**config.mk**
```make
export PLATFORM = sky130hd
export DESIGN_NAME = cmd_script_engine
export DESIGN_NICKNAME = d
export VERILOG_FILES = /design/src/rtl/cmd_script_engine.sv
export SDC_FILE = /design/constraint.sdc
export NUM_CORES = 1
export LEC_CHECK = 0
export BUFFER_PORTS_ARGS = -buffer_cell sky130_fd_sc_hd__buf_2
export CORE_ASPECT_RATIO = 0.5
export CORE_MARGIN = 2
export CORE_UTILIZATION = 50
export CTS_CLUSTER_SIZE = 40
export DETAILED_ROUTE_END_ITERATION = 16
export PLACE_DENSITY = 0.75
export SYNTH_ARGS = -nofsm -noshare
export SYNTH_HDL_FRONTEND = slang
export SYNTH_SLANG_ARGS = --single-unit
```
**constraint.sdc**
```tcl
create_clock -name clk -period 3.9 [get_ports clk]
set_input_delay 0.195 -clock clk [delete_from_list [all_inputs] [get_ports clk]]
set_output_delay 0.195 -clock clk [all_outputs]
set_load 0.01 [all_outputs]
```
**src/rtl/cmd_script_engine.sv**
```systemverilog
// Script sequencer: queues commands, issues each to RemoteComm, times out the reply and scores it against ACK.
// Optional STOP_ON_ERR_EN: halt in DONE on first fail/timeout, leaving the remaining script queued.
module cmd_script_engine #(
  parameter int                CMD_W   = 16,
  parameter int                RESP_W  = 8,
  parameter int                DEPTH   = 8,
  parameter int                TIMEOUT = 1000000,
  parameter logic [RESP_W-1:0] ACK     = 8'hA5,
  parameter int                CNT_W   = 8
) (
  input  logic              clk,
  input  logic              rst,
  input  logic              wr_en,
  input  logic [CMD_W-1:0]  wr_cmd,
  output logic              full,
  output logic              empty,
  input  logic              start,
  output logic [CMD_W-1:0]  cmd,
  output logic              send_cmd,
  input  logic              cmd_sent,
  input  logic              resp_rdy,
  input  logic [RESP_W-1:0] resp,
  output logic              busy,
  output logic              done,
  output logic [CNT_W-1:0]  n_pass,
  output logic [CNT_W-1:0]  n_fail,
  output logic [CNT_W-1:0]  n_tmo,
  output logic [CMD_W-1:0]  err_cmd
);

  localparam int AW = $clog2(DEPTH);
  localparam int TW = $clog2(TIMEOUT) + 1;
  localparam logic [TW-1:0] TMO_LAST = TW'(TIMEOUT - 1);

`ifdef STOP_ON_ERR_EN
  localparam bit STOP_ON_ERR = 1'b1;
`else
  localparam bit STOP_ON_ERR = 1'b0;
`endif

  typedef enum logic [2:0] {
    S_IDLE, S_POP, S_SEND, S_WAIT_SENT, S_WAIT_RESP, S_CHECK, S_DONE
  } state_t;

  state_t state, state_nx;

  logic [CMD_W-1:0]  mem [DEPTH];
  logic [AW:0]       wr_ptr, rd_ptr;
  logic              push, pop;
  logic [TW-1:0]     timer;
  logic [RESP_W-1:0] resp_q;
  logic              tmo_hit;
  logic              clr_stats, do_pass, do_fail, do_tmo;
  logic              latch_resp, timer_clr, timer_inc;

  // Extra pointer bit distinguishes full from empty.
  assign empty = (wr_ptr == rd_ptr);
  assign full  = (wr_ptr[AW] != rd_ptr[AW]) && (wr_ptr[AW-1:0] == rd_ptr[AW-1:0]);
  assign pop   = (state == S_POP) && !empty;
  // A pop frees the slot this cycle, so a push while full is accepted alongside it.
  assign push  = wr_en && (!full || pop);

  always_ff @(posedge clk) begin
    if (rst) begin
      wr_ptr <= '0;
      rd_ptr <= '0;
    end else begin
      if (push) wr_ptr <= wr_ptr + 1'b1;
      if (pop)  rd_ptr <= rd_ptr + 1'b1;
    end
  end

  always_ff @(posedge clk) begin
    if (push) mem[wr_ptr[AW-1:0]] <= wr_cmd;
  end

  assign tmo_hit = (timer == TMO_LAST) && !resp_rdy;

  always_ff @(posedge clk) begin
    if (rst) state <= S_IDLE;
    else     state <= state_nx;
  end

  always_comb begin
    state_nx   = state;
    clr_stats  = 1'b0;
    do_pass    = 1'b0;
    do_fail    = 1'b0;
    do_tmo     = 1'b0;
    latch_resp = 1'b0;
    timer_clr  = 1'b0;
    timer_inc  = 1'b0;
    case (state)
      S_IDLE, S_DONE: begin
        if (start) begin
          state_nx  = S_POP;
          clr_stats = 1'b1;
        end
      end
      S_POP:  state_nx = empty ? S_DONE : S_SEND;
      S_SEND: begin
        timer_clr = 1'b1;
        state_nx  = S_WAIT_SENT;
      end
      S_WAIT_SENT, S_WAIT_RESP: begin
        timer_inc = 1'b1;
        // A response arriving on the last timeout cycle still counts as a reply.
        if (resp_rdy) begin
          latch_resp = 1'b1;
          state_nx   = S_CHECK;
        end else if (tmo_hit) begin
          do_tmo   = 1'b1;
          state_nx = STOP_ON_ERR ? S_DONE : S_POP;
        end else if (state == S_WAIT_SENT && cmd_sent) begin
          state_nx = S_WAIT_RESP;
        end
      end
      S_CHECK: begin
        if (resp_q == ACK) begin
          do_pass  = 1'b1;
          state_nx = S_POP;
        end else begin
          do_fail  = 1'b1;
          state_nx = STOP_ON_ERR ? S_DONE : S_POP;
        end
      end
      default: state_nx = S_IDLE;
    endcase
  end

  always_ff @(posedge clk) begin
    if (rst) begin
      cmd      <= '0;
      send_cmd <= 1'b0;
      timer    <= '0;
      resp_q   <= '0;
      n_pass   <= '0;
      n_fail   <= '0;
      n_tmo    <= '0;
      err_cmd  <= '0;
    end else begin
      // Registered strobe: asserted for the first WAIT_SENT cycle, when timer is 0.
      send_cmd <= (state == S_SEND);
      if (pop) cmd <= mem[rd_ptr[AW-1:0]];
      if (timer_clr)      timer <= '0;
      else if (timer_inc) timer <= timer + 1'b1;
      if (latch_resp) resp_q <= resp;
      if (clr_stats) begin
        n_pass  <= '0;
        n_fail  <= '0;
        n_tmo   <= '0;
        err_cmd <= '0;
      end else begin
        if (do_pass && n_pass != '1) n_pass <= n_pass + 1'b1;
        if (do_fail) begin
          if (n_fail != '1) n_fail <= n_fail + 1'b1;
          err_cmd <= cmd;
        end
        if (do_tmo) begin
          if (n_tmo != '1) n_tmo <= n_tmo + 1'b1;
          err_cmd <= cmd;
        end
      end
    end
  end

  assign busy = !(state == S_IDLE || state == S_DONE);
  assign done = (state == S_DONE);

endmodule

```
# After elaboration in Yosys (flattened, before gate mapping)
# Memory sizes are Yosys's and may differ from the RTL's. A register that Yosys moved wholly into a read port is not among the register bits.
# Cells that the tools add are included.
# op_classes
n_reduce_logical	21
addsub	6
n_eq_ne	16
n_mux	23
# ops
cell	count
16-bit two-way mux	2
8-bit by 1-bit adder with 8-bit output, second input constant	3
8-bit inequality test, second input constant	3
21-bit by 1-bit adder with 21-bit output, second input constant	1
21-bit by 20-bit equality test with 1-bit output, second input constant	1
1-bit two-way mux	15
3-bit two-way mux	5
3-bit case mux with 5 select lines	1
3-bit equality test, second input constant	3
4-bit by 1-bit adder with 4-bit output, second input constant	2
8-bit equality test, second input constant	1
2-bit OR reduction	4
3-bit by 2-bit equality test with 1-bit output, second input constant	2
1-bit logical AND	6
2-bit AND reduction	3
4-bit equality test	1
1-bit zero test	4
4-bit inequality test, second input constant	1
3-bit by 1-bit equality test with 1-bit output, second input constant	1
3-bit equality test	1
3-bit zero test	1
1-bit logical OR	2
2-bit inequality test, second input constant	1
2-bit nonzero test	1
1-bit inequality test	1
# word_totals
wordCells	77
memories	1
register_bits	81
ramBits	128
out_inout_bits	61
# mem_list
memory	words	word_bits	rd	rd_ports_with_merged_regs	wr	line	source
mem	8	16	1	1	1	47	logic [CMD_W-1:0] mem [DEPTH];

# Depth between registers and ports, before layout
# depth
word_depth	7
ltp_mapped	8
ltp_nobuf	6

# Worst setup path after synthesis
# No wires, ideal clock.
# synth_timing
kind	reg2reg
from	register rd_ptr[1]
to	memory mem[0][0], enable pin
arrival_time_ns	2.637
synth_period_minus_slack_ns	3.067
path_slack_ns	0.833
n_path_buf	1
path_stages_with_launch	6
path_cell_list	dfxtp_1 clkbuf_1 xnor2_1 nand4b_1 o21ai_1 nor4_1
# synth_via
elab_chain_len	7
# synth_rtl
element	line	source
from (decl)	48	logic [AW:0] wr_ptr, rd_ptr;
from (signal assigned)	69	if (pop) rd_ptr <= rd_ptr + 1'b1;
4-bit equality test / 3-bit equality test (equally long branches)	57, 58	
1-bit zero test / 1-bit logical AND (equally long branches)	59, 58	
1-bit logical AND / 1-bit zero test (equally long branches)	59, 61	
1-bit logical OR (*)	61	assign push = wr_en && (!full || pop);
1-bit logical AND (*)	61	
1-bit two-way mux (*)	74	if (push) mem[wr_ptr[AW-1:0]] <= wr_cmd;
1-bit two-way mux (implied by the code) (*)	74	
to (decl)	47	
# Every way passes the cells marked *; elsewhere a longest branch is shown, timed or not.

# Final worst setup path
# layout_timing
from	register state[0]
to	memory mem[1][11], enable pin
# layout_via
elab_chain_len	6
# layout_rtl
element	line	source
from (decl)	45	state_t state, state_nx;
from (signal assigned)	81	else state <= state_nx;
3-bit by 1-bit equality test with 1-bit output	59	assign pop = (state == S_POP) && !empty;
1-bit logical AND	59	
1-bit logical OR	61	
1-bit logical AND	61	
1-bit two-way mux	74	
1-bit two-way mux (implied by the code)	74	
# Every way passes these cells.

==> impl_metrics.prom <==
# TYPE chip_impl_metric gauge
chip_impl_metric{name="post-route-min-period",unit="ps"} 2540
chip_impl_metric{name="layout-drive-gt1-share",unit="%"} 22.7
chip_impl_metric{name="report.final.setup_viol",unit=""} 0
chip_impl_metric{name="ff_latch_count_synth",unit=""} 225
chip_impl_info{name="setup.worst_path.end_class",value="flip-flop"} 1
chip_impl_metric{name="numCtsBuffers",unit=""} 21
chip_impl_metric{name="syn_nets",unit=""} 720
chip_impl_metric{name="achievable-frequency",unit="MHz"} 393
chip_impl_info{name="most_common_cell_after_layout_fill_and_taps_aside",value="edfxtp_1"} 1
chip_impl_metric{name="fp.dieArea",unit="um2"} 19400
chip_impl_info{name="root_buf_cell",value="clkbuf_16"} 1
chip_impl_metric{name="dr.pass1.iters",unit=""} 5
chip_impl_metric{name="max-cap-violations",unit=""} 0
chip_impl_info{name="cp-start-kind",value="flip-flop"} 1
chip_impl_metric{name="route.detailed.vias_per_inst",unit=""} 5.56
chip_impl_metric{name="synth_area",unit="um2"} 9110
chip_impl_info{name="cp_cell_sequence",value="nand2b_1 > nor2_1 > o21ai_1 > nor3_2 > buf_4"} 1
chip_impl_metric{name="fin_nets",unit=""} 835
chip_impl_metric{name="slew_headroom",unit="%"} 43.6
chip_impl_metric{name="postRouteWirelength",unit="mm"} 18.8
chip_impl_metric{name="number_of_design_rule_violations_left_by_the_first_detailed_router_iteration",unit=""} 421
chip_impl_metric{name="post_detailed_placement_cell_area",unit="um2"} 9830
chip_impl_metric{name="overflow",unit=""} 0
chip_impl_metric{name="post_cts_buffers",unit=""} 0
chip_impl_metric{name="detailed_place_hpwl",unit="mm"} 12.3
chip_impl_metric{name="vdd_ir_drop_max",unit="V"} 0.000277
chip_impl_metric{name="ctsHtreeMaxLevel",unit=""} 1
chip_impl_metric{name="yosys_warnings",unit=""} 0
chip_impl_info{name="ys_dominant_reg_cell",value="edfxtp_1"} 1
chip_impl_metric{name="avgRoutedWirePerCell",unit="um"} 18.0
chip_impl_metric{name="area_growth_syn_to_layout",unit="%"} 18.0
chip_impl_metric{name="vias",unit=""} 5822
chip_impl_metric{name="worst_ep_required_time",unit="ps"} 4100
chip_impl_metric{name="cts.reportedPaths.clkPinSlew",unit="ps"} 70
chip_impl_metric{name="layout_worst_path_cycle_share",unit="%"} 65.2
chip_impl_metric{name="fin_worst_skew",unit="ps"} 18.2
chip_impl_metric{name="final.setup.tns",unit="ps"} 0
chip_impl_metric{name="worst-r2r-setup-slack",unit="ps"} 1360
chip_impl_metric{name="initial_core_util",unit="%"} 51.7
chip_impl_metric{name="synth-edff-count",unit=""} 128
chip_impl_metric{name="cts.sink_count",unit=""} 225
chip_impl_metric{name="grt_use_total",unit="%"} 19.8
chip_impl_metric{name="core",unit="um2"} 17600
chip_impl_metric{name="hold_slack_final",unit="ps"} 2.56
chip_impl_metric{name="clock_path_buffers",unit=""} 3
chip_impl_metric{name="grt_pass1_wl",unit="mm"} 30.4
chip_impl_metric{name="first_global_vias",unit=""} 5725
chip_impl_metric{name="grt_start_max_net_pins",unit=""} 42
chip_impl_metric{name="globalplace.congestion",unit=""} 0.780
chip_impl_info{name="crit_slowest_cell",value="nor3_2"} 1
chip_impl_metric{name="crit_arrival",unit="ps"} 2740
chip_impl_info{name="cpLargestDelayFamily",value="simple AND/OR/NAND/NOR gates"} 1
chip_impl_metric{name="floorplan.io_pins",unit=""} 91
chip_impl_metric{name="final-hold-violation-count",unit=""} 0
chip_impl_metric{name="timing.final.max_slew_violations",unit=""} 0
chip_impl_metric{name="critical_path_buf_inv_count",unit=""} 1
chip_impl_metric{name="seq_total_area_yosys",unit="%"} 63.5
chip_impl_metric{name="design_area",unit="um2"} 10800
chip_impl_metric{name="synth.lib_cells_used.distinct",unit=""} 53
chip_impl_info{name="run_status",value="finished clean"} 1
chip_impl_info{name="setup_repair_after_global_routing_missed_its_margin",value="no"} 1
chip_impl_info{name="criticalPathCategory",value="reg2reg"} 1
chip_impl_metric{name="synth_cells",unit=""} 684
chip_impl_metric{name="worstSkewPairLatency",unit="ps"} 500
chip_impl_info{name="mostFrequentLayoutCells",value="128 x edfxtp_1, 96 x dfxtp_1, 90 x buf_2"} 1
chip_impl_metric{name="critPathMaxStageDelay",unit="ps"} 610
chip_impl_metric{name="async_flop_share",unit="%"} 0
chip_impl_metric{name="total_leakage_power",unit="nW"} 3.77
chip_impl_metric{name="cts_repair_resize_count",unit=""} 0
chip_impl_info{name="hold_class",value="in2reg"} 1
chip_impl_metric{name="drcViolationCount",unit=""} 0
chip_impl_metric{name="worst_pin_slew",unit="ps"} 841
chip_impl_metric{name="mean_instance_size_in_the_synthesized_netlist",unit="um2"} 13.3
chip_impl_metric{name="drtAntennaViolNets",unit=""} 0
chip_impl_metric{name="port_buffers",unit=""} 90
chip_impl_metric{name="antennaDiodeCount",unit=""} 0
chip_impl_metric{name="rows",unit=""} 34
chip_impl_info{name="tritoncts_clock_tree",value="built"} 1
chip_impl_metric{name="die_boundary_height",unit="um"} 99.4
chip_impl_metric{name="fp.dieW",unit="um"} 195
chip_impl_metric{name="power_density",unit="nW/um2"} 495
chip_impl_metric{name="antenna_found_initial",unit=""} 0
chip_impl_metric{name="worstPathMaxFanout",unit=""} 14
## synthesized netlist by cell type, types with 4 or more instances
cell type | count | share of area, %
a211oi_1 | 16 | 1.3
a21oi_1 | 24 | 1.3
and4_1 | 4 | 0.38
buf_2 | 13 | 0.71
clkbuf_1 | 19 | 0.78
dfxtp_1 | 97 | 21
edfxtp_1 | 128 | 42
ha_1 | 6 | 0.82
inv_1 | 13 | 0.54
mux2i_1 | 36 | 4.0
mux4_2 | 32 | 7.9
nand2_1 | 28 | 1.2
nand2b_1 | 6 | 0.41
nand3_1 | 25 | 1.4
nand4_1 | 9 | 0.62
nor2_1 | 88 | 3.6
nor3_1 | 14 | 0.77
nor3b_1 | 5 | 0.41
nor4_1 | 14 | 0.96
o21ai_0 | 14 | 0.77
or3_1 | 6 | 0.41
xnor2_1 | 32 | 3.1
xor2_1 | 9 | 0.87
## registers in the layout, indices dropped and copies added (netlist names)
name	flops
mem	128
timer	21
cmd	16
err_cmd	16
n_fail	8
n_pass	8
n_tmo	8
resp_q	8
rd_ptr	4
wr_ptr	4
state	3
send_cmd	1
## cell families (layout without fill, tap and decap cells)
logic type | after synthesis | in the layout | synth area share (%)
DFF | 225 | 225 | 63.5
and+or+nand+nor | 222 | 222 | 12.3
AOI/OAI and AO/OA | 73 | 73 | 5.15
muxes | 69 | 69 | 12.0
buffers and inverters | 48 | 178 | 2.28
xor gates and xnor gates | 41 | 41 | 3.94
adders and majority gates | 6 | 6 | 0.824
## stage by stage
step	total power [mW]	worst slack, ps	utilization (%)	cells
floorplan	3.11	833	-	684
global placement	3.27	1520	55.8	988
detailed placement	3.30	1430	55.8	988
CTS	5.36	1400	61.0	1048
global route	5.53	1190	61.0	1048
finish	5.32	1360	61.0	1048
## final timing paths
check                         start                     end  cells after the start
max           state[0]$_SDFFE_PP0P_    mem[1][11]$_DFFE_PP_                      5
min reg2reg  resp_q[5]$_SDFFE_PP0P_  resp_q[5]$_SDFFE_PP0P_                      2
min                       wr_cmd[3]     mem[3][3]$_DFFE_PP_                      1
max reg2reg   state[0]$_SDFFE_PP0P_    mem[1][11]$_DFFE_PP_                      5
## metal layers
layer	global-route usage, %	share of wire [%]	up-vias
met2	33.5	49	125
met4	4.64	1.5	0
met1	27.5	46	2888
met5	0	0	-
met3	2.95	3.8	27
li1	-	-	2782
## area by class of cell
type	count	area, um2
Fill cell	1347	6860
Sequential cell	225	5790
Multi-Input combinational cell	411	3140
Timing Repair Buffer	127	783
Clock buffer	28	582
Tap cell	234	293
Clock inverter	10	115
Inverter	13	48.8
## power breakdown
part           internal [mW]  switching [mW]  total (mW)  leakage (nW)
Clock                   1.19           0.866        2.06         0.334
Sequential              2.59          0.0732        2.67          1.95
Combinational          0.253           0.343       0.595          1.49
Total                   4.04            1.28        5.32          3.77
## timing repair
item | 4_1_cts | 5_1_grt
endpoints found under the setup margin | 0 | 0
hold buffers | 22 | 0
endpoints found under the hold margin | 117 | 0
## worst reg2reg max path: cells and delay by family, from the launching register on
family / cells / cell delay (ps)
AO/OA/AOI/OAI: 1 / 320
buffers and inverters: 1 / 330
AND/OR/NAND/NOR: 3 / 1040
flip-flops: 1 / 550
Note: power is estimated with default switching activity, not from simulation.
